### src/rtl/ahb_line_queue.sv
// AHB-Lite slave that queues line-draw commands and hands them one at a time
// to the line engine over a valid/ready handshake, stalling the bus when full.
module ahb_line_queue #(
   parameter int DEPTH   = 4,
   parameter int COORD_W = 9
) (
   input  logic               HCLK,
   input  logic               HRESETn,
   input  logic               HSEL,
   input  logic [31:0]        HADDR,
   input  logic [1:0]         HTRANS,
   input  logic [2:0]         HSIZE,
   input  logic               HWRITE,
   input  logic [31:0]        HWDATA,
   input  logic               HREADY,
   output logic [31:0]        HRDATA,
   output logic               HREADYOUT,
   output logic [COORD_W-1:0] x1,
   output logic [COORD_W-1:0] y1,
   output logic [COORD_W-1:0] x2,
   output logic [COORD_W-1:0] y2,
   output logic               DataValid,
   input  logic               DataReady
);

   localparam int PTR_W   = (DEPTH > 1) ? $clog2(DEPTH) : 1;
   localparam int CNT_W   = $clog2(DEPTH + 1);
   localparam int ENTRY_W = 4 * COORD_W;

   localparam logic [1:0] ADDR_START  = 2'd0;
   localparam logic [1:0] ADDR_END    = 2'd1;
   localparam logic [1:0] ADDR_STATUS = 2'd2;
   localparam logic [1:0] ADDR_CTRL   = 2'd3;

   localparam logic [PTR_W-1:0] PTR_ONE  = PTR_W'(1);
   localparam logic [CNT_W-1:0] CNT_ONE  = CNT_W'(1);
   localparam logic [CNT_W-1:0] CNT_FULL = CNT_W'(DEPTH);

   logic               dp_valid_q, dp_valid_d;
   logic               dp_write_q, dp_write_d;
   logic               dp_size_ok_q, dp_size_ok_d;
   logic [1:0]         dp_addr_q, dp_addr_d;
   logic [COORD_W-1:0] stage_x_q, stage_x_d;
   logic [COORD_W-1:0] stage_y_q, stage_y_d;
   logic               enable_q, enable_d;
   logic [PTR_W-1:0]   rd_ptr_q, rd_ptr_d;
   logic [PTR_W-1:0]   wr_ptr_q, wr_ptr_d;
   logic [CNT_W-1:0]   count_q, count_d;
   logic [ENTRY_W-1:0] mem_q [DEPTH];
   logic [ENTRY_W-1:0] mem_d [DEPTH];

   logic full;
   logic end_write_pending;
   logic wr_fire;
   logic push;
   logic pop;
   logic flush;
   logic unused_ok;

   assign unused_ok = ^{HADDR, HTRANS, HWDATA};

   assign full              = (count_q == CNT_FULL);
   assign end_write_pending = dp_valid_q & dp_write_q & dp_size_ok_q & (dp_addr_q == ADDR_END);
   assign HREADYOUT         = !(end_write_pending & full);
   assign DataValid         = enable_q & (count_q != '0);
   assign {x1, y1, x2, y2}  = mem_q[rd_ptr_q];

   assign wr_fire = dp_valid_q & dp_write_q & dp_size_ok_q & HREADYOUT;
   assign push    = wr_fire & (dp_addr_q == ADDR_END);
   assign flush   = wr_fire & (dp_addr_q == ADDR_CTRL) & HWDATA[1];
   assign pop     = DataValid & DataReady;

   // The address phase is held while the bus is stalled so a pending END survives.
   always_comb begin
      dp_valid_d   = dp_valid_q;
      dp_write_d   = dp_write_q;
      dp_size_ok_d = dp_size_ok_q;
      dp_addr_d    = dp_addr_q;
      if (HREADY) begin
         dp_valid_d   = HSEL & HTRANS[1];
         dp_write_d   = HWRITE;
         dp_size_ok_d = (HSIZE == 3'b010);
         dp_addr_d    = HADDR[3:2];
      end
   end

   always_comb begin
      stage_x_d = stage_x_q;
      stage_y_d = stage_y_q;
      enable_d  = enable_q;
      if (wr_fire && dp_addr_q == ADDR_START) begin
         stage_x_d = HWDATA[COORD_W-1:0];
         stage_y_d = HWDATA[16 +: COORD_W];
      end
      if (wr_fire && dp_addr_q == ADDR_CTRL) begin
         enable_d = HWDATA[0];
      end
   end

   // Flush wins over a same-cycle pop; it can never coincide with a push.
   always_comb begin
      rd_ptr_d = rd_ptr_q;
      wr_ptr_d = wr_ptr_q;
      count_d  = count_q;
      mem_d    = mem_q;
      if (push) begin
         mem_d[wr_ptr_q] = {stage_x_q, stage_y_q, HWDATA[COORD_W-1:0], HWDATA[16 +: COORD_W]};
         wr_ptr_d        = wr_ptr_q + PTR_ONE;
      end
      if (pop) begin
         rd_ptr_d = rd_ptr_q + PTR_ONE;
      end
      if (push && !pop) begin
         count_d = count_q + CNT_ONE;
      end else if (pop && !push) begin
         count_d = count_q - CNT_ONE;
      end
      if (flush) begin
         rd_ptr_d = '0;
         wr_ptr_d = '0;
         count_d  = '0;
      end
   end

   always_comb begin
      HRDATA = '0;
      if (dp_valid_q && !dp_write_q) begin
         case (dp_addr_q)
            ADDR_START: begin
               HRDATA[COORD_W-1:0]  = stage_x_q;
               HRDATA[16 +: COORD_W] = stage_y_q;
            end
            ADDR_STATUS: begin
               HRDATA[0]         = (count_q == '0);
               HRDATA[1]         = full;
               HRDATA[2]         = DataValid;
               HRDATA[4 +: CNT_W] = count_q;
            end
            ADDR_CTRL: begin
               HRDATA[0] = enable_q;
            end
            default: begin
               HRDATA = '0;
            end
         endcase
      end
   end

   always_ff @(posedge HCLK) begin
      if (!HRESETn) begin
         dp_valid_q   <= 1'b0;
         dp_write_q   <= 1'b0;
         dp_size_ok_q <= 1'b0;
         dp_addr_q    <= '0;
         stage_x_q    <= '0;
         stage_y_q    <= '0;
         enable_q     <= 1'b1;
         rd_ptr_q     <= '0;
         wr_ptr_q     <= '0;
         count_q      <= '0;
         for (int i = 0; i < DEPTH; i++) begin
            mem_q[i] <= '0;
         end
      end else begin
         dp_valid_q   <= dp_valid_d;
         dp_write_q   <= dp_write_d;
         dp_size_ok_q <= dp_size_ok_d;
         dp_addr_q    <= dp_addr_d;
         stage_x_q    <= stage_x_d;
         stage_y_q    <= stage_y_d;
         enable_q     <= enable_d;
         rd_ptr_q     <= rd_ptr_d;
         wr_ptr_q     <= wr_ptr_d;
         count_q      <= count_d;
         for (int i = 0; i < DEPTH; i++) begin
            mem_q[i] <= mem_d[i];
         end
      end
   end

endmodule

### config.mk
export PLATFORM = sky130hd
export DESIGN_NAME = ahb_line_queue
export DESIGN_NICKNAME = d
export VERILOG_FILES = /design/src/rtl/ahb_line_queue.sv
export SDC_FILE = /design/constraint.sdc
export NUM_CORES = 1
export LEC_CHECK = 0
export CAP_MARGIN = 10
export CELL_PAD_IN_SITES_DETAIL_PLACEMENT = 0
export CELL_PAD_IN_SITES_GLOBAL_PLACEMENT = 1
export CORE_MARGIN = 2
export CORE_UTILIZATION = 41
export DETAILED_ROUTE_END_ITERATION = 8
export HOLD_SLACK_MARGIN = 0.06
export MAX_ROUTING_LAYER = met4
export PLACE_DENSITY_LB_ADDON = 0.12
export SYNTH_ARGS = -nofsm -noshare
export SYNTH_HDL_FRONTEND = slang
export SYNTH_SLANG_ARGS = --single-unit
### constraint.sdc
create_clock -name HCLK -period 3.2 [get_ports HCLK]
set_input_delay 0.32 -clock HCLK [delete_from_list [all_inputs] [get_ports HCLK]]
set_output_delay 0.32 -clock HCLK [all_outputs]
set_load 0.05 [all_outputs]
==> results of run 1 <==
critical path, cell delays in order (launching register included):
cell	delay [ps]
dfxtp_1	400
or2_2	470
nor2_1	780
and2_1	290
buf_4	220
power by group:
group	internal [mW]	switching [mW]	leakage, nW	total, mW
sequential	2.21	0.0667	1.41	2.27
clock	1.19	0.822	0.282	2.01
combinational	0.228	0.357	2.18	0.586
worst paths after layout:
| path | endpoint | slack (ps) | startpoint | cells past startpoint |
|---|---|---|---|---|
| hold / removal | mem_q[39] | 360 | HRESETn | 3 |
| hold reg to reg | mem_q[91] | 460 | mem_q[91] | 2 |
| setup / recovery | HRDATA[8] | 290 | dp_addr_q[0] | 4 |
| setup reg to reg | count_q[2] | 580 | count_q[0] | 7 |
kinds of logic after synthesis:
kind of cell    Yosys count  synth area share (%)
simple gates            250                 13.81
mux                     189                 29.92
flops                   175                 44.75
buf+inv                  80                 5.945
compound gates           52                 4.139
fa+ha+maj                 6                 1.055
xor+xnor                  3                0.3357
other cells               1               0.04790
routing by layer:
metal	vias to the layer above	wire length [um]	GRT usage (%)	part of all wire (%)
met5	-	0	-	0
met4	0	119	4.000	0.60
met3	9	861	4.778	4.4
met2	110	9629	34.58	49
met1	2792	9154	27.00	46
li1	2690	-	-	-
area by class of cell:
| class | count | area [um2] | area share (%) |
|---|---|---|---|
| clock buffer | 26 | 519.2 | 5.606 |
| clock inverter | 5 | 52.55 | 0.5673 |
| inverter | 6 | 22.52 | 0.2431 |
| multi-input combinational | 514 | 3915 | 42.27 |
| sequential | 175 | 3506 | 37.85 |
| tap | 234 | 292.8 | 3.161 |
| timing repair buffer | 98 | 954.7 | 10.31 |
metrics by stage:
stage	total power, mW	hold WS, ps	instance area, um2
finish	4.870	363.0	9263
global route	5.052	385.8	9263
CTS	4.916	353.5	9263
detailed placement	2.906	444.8	8691
global placement	2.896	439.1	8691
floorplan	2.714	431.5	7878
synthesized netlist by cell type (2+ instances only):
cell,n
a21boi_0,19
a21oi_1,5
and2_1,14
buf_1,2
buf_2,6
buf_4,18
buf_6,12
clkbuf_1,36
dfxtp_1,175
ha_1,5
inv_1,6
mux2i_1,153
mux4_2,36
nand2_1,183
nand2b_1,2
nand3_1,21
nand4_1,3
nor2_1,10
nor2b_1,3
o21ai_0,22
o31ai_1,2
or3_1,2
or4b_2,2
or4b_4,2
xor2_1,2
flip-flops by register name, summed over array words and instances, names as in the netlist:
signal	count
dp_size_ok_q	1
stage_y_q	9
wr_ptr_q	2
dp_write_q	1
stage_x_q	9
count_q	3
enable_q	1
mem_q	144
dp_addr_q	2
rd_ptr_q	2
dp_valid_q	1
==> impl_metrics.py, run 1 <==
metrics = {
    "placement": {
        "pre_cts_slack_ps": 611.9,
        "placedCellCount": 1027,
        "port_buffers": 85,
        "gp_congestion": 0.7821,
        "hpwl_um": 12870,
    },
    "power_and_ir_drop": {
        "p_per_area_mw_per_mm2": 525.8,
        "worst_ir_drop_vdd_mv": 0.3350,
        "p_leak_nw": 3.872,
    },
    "logic_synthesis": {
        "syn_avg_cell_area_um2": 10.36,
        "ys_ff_latch": 175,
        "async_flop_share_pct": 0,
        "synthCells": 756,
        "ys_types": 40,
        "ys_top_cells_by_area": "dfxtp_1 45%, mux2i_1 20%, mux4_2 10%",
        "synth_edf_count": 0,
        "syn_area_mm2": 0.007829,
        "synth_ff_type": "dfxtp_1",
        "synth_top_area_share_pct": 44.75,
        "synth_top_area_cell": "dfxtp_1",
        "synth_seq_area_share_pct": 44.75,
        "ys_warn_count": 0,
    },
    "setup_path": {
        "crit_required_ps": 2880,
        "cp_max_fo": 19,
        "path_class": "reg2out",
        "startpoint_type": "flip-flop",
        "end_kind": "primary output",
        "crit_arrival_ps": 2590,
    },
    "final_layout": {
        "antenna_cells": 0,
        "fin_cells": 1058,
        "syn2layout_area_growth_pct": 18.32,
        "final_cell_mix": "183 x nand2_1, 173 x dfxtp_1, 153 x mux2i_1",
        "nets": 893,
        "postLayoutCoreUtil_pct": 49.52,
        "fill_cells": 1709,
        "drive_above_1_share_pct": 12.01,
        "layout_commonest_cell": "nand2_1",
    },
    "clock_tree": {
        "cts_setup_buffers": 0,
        "insertion_delay_ps": 420,
        "numCtsBuffers": 17,
        "cts_sinks": 175,
        "cts.hold.buffers_added": 0,
        "tritoncts": "yes",
        "cts_buffer_depth": 2,
        "clk_pin_slew_worst_paths_ps": 60,
        "cts_resized": 0,
        "htreeDepth": 4,
        "cts_root_buf": "clkbuf_16",
    },
    "timing": {
        "clock.fmax_ghz": 0.3433,
        "slew_viol_final": 0,
        "worst_pin_slew_ps": 967.0,
        "maxSlewHeadroom_pct": 35.30,
        "rsz0062_at_grt": "no",
        "skew_ps": 7.268,
        "fin_tns_setup_ps": 0,
        "fin_crit_ps": 2913,
        "hold_viol_final": 0,
        "min_period_over_period_pct": 91.04,
        "setup_viol": 0,
        "finalWorstSetupSlack_ps": 286.9,
    },
    "global_route": {
        "antenna_found_initial": 0,
        "grt_pass1_vias": 5836,
        "grt_pass1_wl_um": 31750,
        "grt_usage_pct": 21.07,
        "grt_remaining_overflow": 0,
        "grt_max_degree": 74,
    },
    "floorplan": {
        "core-area_mm2": 0.01871,
        "die_x_um": 142.2,
        "rows": 50,
        "start_util_pct": 41.85,
        "die_h_um": 142.2,
        "die_area_mm2": 0.02022,
        "io_pins": 145,
    },
    "detailed_routing": {
        "ant_nets": 0,
        "avgRoutedWirePerCell_um": 18.68,
        "drtPass1Iterations": 4,
        "vias": 5601,
        "viasPerCell": 5.294,
        "drt-initial-drc-count": 360,
        "drc": 0,
        "drt_wl_total_um": 19760,
    },
    "outcome": {
        "status": "complete, no violations",
    },
    "job": {
        "drv_cap": 0,
    },
    "worst_hold_path": {
        "hold_path.class": "in2reg",
    },
}
Power figures use the tool's default switching activity.
==> inputs of run 2 (changes only) <==
--- a/config.mk
+++ b/config.mk
@@ -13,7 +13,7 @@
 export DETAILED_ROUTE_END_ITERATION = 8
 export HOLD_SLACK_MARGIN = 0.06
 export MAX_ROUTING_LAYER = met4
-export PLACE_DENSITY_LB_ADDON = 0.12
+export PLACE_DENSITY_LB_ADDON = 0.1
 export SYNTH_ARGS = -nofsm -noshare
 export SYNTH_HDL_FRONTEND = slang
 export SYNTH_SLANG_ARGS = --single-unit
==> impl_metrics.py, run 2 (synthesized netlist as in run 1, its figures left out) <==
metrics = {
    "final_layout": {
        "nets": 895,
        "largest_register_ffs": 144,
        "design_area_mm2": 0.009425,
        "largest-register": "mem_q",
        "fin_cells": 1061,
        "layout_commonest_cell": "nand2_1",
        "top_regs": "mem_q x144, stage_x_q x9, stage_y_q x9",
        "drive_above_1_share_pct": 12.45,
        "antenna_cells": 0,
        "fill_cells": 1717,
        "syn2layout_area_growth_pct": 20.39,
        "postLayoutCoreUtil_pct": 50.39,
        "final_cell_mix": "183 x nand2_1, 173 x dfxtp_1, 153 x mux2i_1",
    },
    "timing": {
        "fin_crit_ps": 2995,
        "worst_pin_slew_ps": 828.2,
        "min_period_over_period_pct": 93.58,
        "maxSlewHeadroom_pct": 44.79,
        "hold_viol_final": 0,
        "setup_viol": 0,
        "holdWs_ps": 345.8,
        "rsz0062_at_grt": "no",
        "fin_tns_setup_ps": 0,
        "skew_ps": 7.547,
        "clock.fmax_ghz": 0.3339,
        "slew_viol_final": 0,
    },
    "power_and_ir_drop": {
        "seq_power_share_pct": 46.8,
        "p_per_area_mw_per_mm2": 521.4,
        "sw_frac_of_total_pct": 26.57,
        "clkPwrFrac_pct": 41.9,
        "power_frac_comb_pct": 11.3,
        "power_switching_mw": 1.306,
        "worst_ir_drop_vdd_mv": 0.3540,
        "p_int_mw": 3.608,
        "p_leak_nw": 3.915,
    },
    "job": {
        "drv_cap": 0,
    },
    "setup_path": {
        "crit_arrival_ps": 2670,
        "end_kind": "primary output",
        "startpoint_type": "flip-flop",
        "path_cells": "buf_4, mux4_2, clkdlybuf4s50_1",
        "slowest_stage": "dfxtp_2",
        "r2r_setup_slack_ps": 580,
        "cpPeakStageDelay_ps": 820,
        "path_class": "reg2out",
        "crit_required_ps": 2880,
        "cp_max_fo": 21,
    },
    "clock_tree": {
        "clk_pin_slew_worst_paths_ps": 70,
        "cts_buffer_depth": 2,
        "cts_setup_buffers": 0,
        "insertion_delay_ps": 420,
        "cts_sinks": 175,
        "cts_resized": 0,
        "numCtsBuffers": 17,
        "htreeDepth": 4,
        "tritoncts": "yes",
        "cts_root_buf": "clkbuf_16",
        "cts.hold.buffers_added": 0,
    },
    "detailed_routing": {
        "viasPerCell": 5.307,
        "ant_nets": 0,
        "drtPass1Iterations": 5,
        "drt-initial-drc-count": 313,
        "drt_wl_total_um": 19770,
        "avgRoutedWirePerCell_um": 18.63,
        "vias": 5631,
        "drc": 0,
    },
    "global_route": {
        "grt_pass1_vias": 5795,
        "grt_usage_pct": 21.04,
        "use_met2_pct": 32.19,
        "grt.busiest_layer": "met2",
        "grt_max_degree": 84,
        "antenna_found_initial": 0,
        "grt_remaining_overflow": 0,
        "use_met3_pct": 3.836,
        "grt_pass1_wl_um": 31530,
        "grtUsageMet1_pct": 27.92,
    },
    "floorplan": {
        "start_util_pct": 41.85,
        "die_x_um": 142.2,
        "core-area_mm2": 0.01871,
        "die_area_mm2": 0.02022,
        "io_pins": 145,
        "rows": 50,
        "die_h_um": 142.2,
    },
    "placement": {
        "gp_congestion": 0.8125,
        "placedCellCount": 1029,
        "hpwl_um": 12880,
        "place_area_mm2": 0.008843,
        "port_buffers": 85,
    },
    "worst_hold_path": {
        "hold_path.class": "in2reg",
    },
    "outcome": {
        "status": "complete, no violations",
    },
}
run 2: cell types whose count changed in the layout (fill, tap and decap cells not counted):
cell / delta
buf_4: -9
inv_6: +2
clkbuf_8: -5
bufinv_16: +1
clkbuf_1: -1
buf_12: +11
clkinv_4: +4
run 2: per-layer routing:
layer	share of wire (%)	vias up
li1	-	2697
met5	0	-
met3	4.6	26
met2	46	147
met1	47	2761
met4	2.2	0
run 2: final timing paths:
path                startpoint         end  cells after the start
setup / recovery   rd_ptr_q[0]       y1[4]                      3
hold / removal         HRESETn    enable_q                      2
setup reg to reg  dp_addr_q[0]  count_q[2]                      8
hold reg to reg      mem_q[93]   mem_q[93]                      2
run 2: stage by stage:
step | power [mW] | worst slack [ps]
6_report | 4.914 | 205.4
5_1_grt | 5.102 | 93.20
4_1_cts | 4.949 | 184.4
3_5_place_dp | 2.904 | 633.4
3_3_place_gp | 2.892 | 651.1
2_1_floorplan | 2.714 | 873.3
run 2: cell type report:
type | count | area (um2) | area share (%)
Clock buffer | 20 | 446.7 | 4.739
Clock inverter | 12 | 135.1 | 1.434
Inverter | 6 | 22.52 | 0.2389
Multi-Input combinational cell | 514 | 3915 | 41.54
Sequential cell | 175 | 3506 | 37.20
Tap cell | 234 | 292.8 | 3.106
Timing Repair Buffer | 100 | 1107 | 11.75
run 2: critical path: cells and delay by family (launching register included):
family	cells	cell delay (ps)
flops	1	820
buf+inv	2	1090
mux	1	340
run 2: power by group through the flow:
| stage | logic, mW | clock network (mW) | registers [mW] |
|---|---|---|---|
| after floorplan | 0.434 | 0 | 2.28 |
| after global placement | 0.545 | 0 | 2.35 |
| after detailed placement | 0.556 | 0 | 2.35 |
| after CTS | 0.557 | 2.09 | 2.30 |
| after global routing | 0.597 | 2.20 | 2.31 |
| final | 0.555 | 2.06 | 2.30 |
==> inputs of run 3 (changes only) <==
--- a/config.mk
+++ b/config.mk
@@ -5,7 +5,6 @@
 export SDC_FILE = /design/constraint.sdc
 export NUM_CORES = 1
 export LEC_CHECK = 0
-export CAP_MARGIN = 10
 export CELL_PAD_IN_SITES_DETAIL_PLACEMENT = 0
 export CELL_PAD_IN_SITES_GLOBAL_PLACEMENT = 1
 export CORE_MARGIN = 2
@@ -14,6 +13,7 @@
 export HOLD_SLACK_MARGIN = 0.06
 export MAX_ROUTING_LAYER = met4
 export PLACE_DENSITY_LB_ADDON = 0.1
+export REMOVE_ABC_BUFFERS = 1
 export SYNTH_ARGS = -nofsm -noshare
 export SYNTH_HDL_FRONTEND = slang
 export SYNTH_SLANG_ARGS = --single-unit
==> impl_metrics.py, run 3 (synthesized netlist as in run 1, its figures left out) <==
metrics = {
    "outcome": {
        "status": "complete, no violations",
    },
    "timing": {
        "min_period_over_period_pct": 89.37,
        "hold_viol_final": 0,
        "slew_viol_final": 0,
        "clock.fmax_ghz": 0.3497,
        "maxSlewHeadroom_pct": 39.31,
        "rsz0062_at_grt": "no",
        "setup_viol": 0,
        "fin_crit_ps": 2860,
        "skew_ps": 7.399,
        "worst_pin_slew_ps": 907.8,
    },
    "floorplan": {
        "start_util_pct": 41.85,
        "die_area_mm2": 0.02022,
        "core-area_mm2": 0.01871,
        "rows": 50,
        "die_x_um": 142.2,
        "io_pins": 145,
        "die_h_um": 142.2,
    },
    "clock_tree": {
        "cts_resized": 0,
        "htreeDepth": 4,
        "clk_pin_slew_worst_paths_ps": 70,
        "cts_sinks": 175,
        "insertion_delay_ps": 420,
        "cts_root_buf": "clkbuf_16",
        "numCtsBuffers": 17,
        "tritoncts": "yes",
        "cts_buffer_depth": 2,
        "cts.hold.buffers_added": 0,
        "cts_setup_buffers": 0,
    },
    "detailed_routing": {
        "viasPerCell": 5.261,
        "ant_nets": 0,
        "drt-initial-drc-count": 211,
        "drt_wl_total_um": 18580,
        "drc": 0,
        "avgRoutedWirePerCell_um": 17.55,
        "vias": 5571,
        "drtPass1Iterations": 4,
    },
    "setup_path": {
        "cp_max_fo": 23,
        "crit_arrival_ps": 2540,
        "path_cells": "buf_4, mux4_2, clkdlybuf4s50_1",
        "startpoint_type": "flip-flop",
        "critPathTopFamily": "buffers and inverters",
        "slowest_stage": "clkdlybuf4s50_1",
        "crit_buf_inv": 2,
        "crit_required_ps": 2880,
        "end_kind": "primary output",
        "path_class": "reg2out",
        "cpPeakStageDelay_ps": 720,
    },
    "placement": {
        "port_buffers": 85,
        "hpwl_um": 11550,
        "gp_congestion": 0.7404,
        "place_area_mm2": 0.008846,
    },
    "final_layout": {
        "final_cell_mix": "183 x nand2_1, 173 x dfxtp_1, 153 x mux2i_1",
        "largest_register_ffs": 144,
        "largest-register": "mem_q",
        "layout_commonest_cell": "nand2_1",
        "antenna_cells": 0,
        "nets": 893,
        "drive_above_1_share_pct": 12.48,
        "fill_cells": 1681,
        "top_regs": "mem_q x144, stage_x_q x9, stage_y_q x9",
        "syn2layout_area_growth_pct": 20.79,
        "design_area_mm2": 0.009457,
    },
    "global_route": {
        "antenna_found_initial": 0,
        "grt_pass1_vias": 5578,
        "grt_remaining_overflow": 0,
        "grt_usage_pct": 19.35,
        "grt_max_degree": 92,
        "grt_pass1_wl_um": 29520,
    },
    "power_and_ir_drop": {
        "power.total_mw": 4.967,
        "worst_ir_drop_vdd_mv": 0.4324,
        "p_per_area_mw_per_mm2": 525.2,
        "p_leak_nw": 3.910,
    },
    "worst_hold_path": {
        "hold_path.class": "in2reg",
    },
    "job": {
        "drv_cap": 0,
    },
}
run 3: cell count changes in the layout (fill, tap and decap cells not counted):
cell	delta
clkinv_2	-2
buf_4	-4
clkinvlp_4	+3
buf_12	+1
clkdlybuf4s50_1	+1
clkinv_4	-1
inv_6	-1
clkbuf_8	+3
clkbuf_1	-2
nor2_1	-1
nor2_2	+1
run 3: worst min-delay path: stages:
cell and delay, ps:
buf_6 250, nand2_1 140, mux2i_1 60
run 3: stage by stage:
step	TNS (ps)	cells	hold WS (ps)	util [%]	worst slack, ps
floorplan	-124980	695	391.8	-	-3472
detailed placement	0	1027	443.7	47.29	588.9
CTS	0	1059	398.7	50.56	275.2
global route	0	1059	434.8	50.56	201.6
finish	0	1059	397.3	50.56	340.1
global placement	0	1027	439.0	47.29	622.3
run 3: area by class of cell:
class	instances	area (um2)	area share, %
Clock buffer	21	480.5	5.081
Clock inverter	11	130.1	1.376
Inverter	6	22.52	0.2382
Multi-Input combinational cell	514	3918	41.43
Sequential cell	175	3506	37.07
Tap cell	234	292.8	3.096
Timing Repair Buffer	98	1107	11.71
run 3: worst paths after layout:
path | cells after the start | start | endpoint | slack [ps]
worst max register to register | 8 | dp_addr_q[0] | count_q[2] | 550
worst max-delay path | 3 | rd_ptr_q[1] | y1[4] | 340
worst min-delay path | 3 | HRESETn | mem_q[101] | 400
worst min register to register | 2 | mem_q[90] | mem_q[90] | 460
run 3: per-layer routing:
metal | part of all wire (%) | global-route usage (%)
met5 | 0 | -
met4 | 1.4 | 5.895
met3 | 3.4 | 3.533
met2 | 48 | 31.86
met1 | 47 | 24.31
run 3: where the power goes:
group | total [mW] | switching [mW] | internal, mW
logic | 0.582 | 0.352 | 0.230
clock network | 2.11 | 0.870 | 1.24
registers | 2.28 | 0.0711 | 2.21
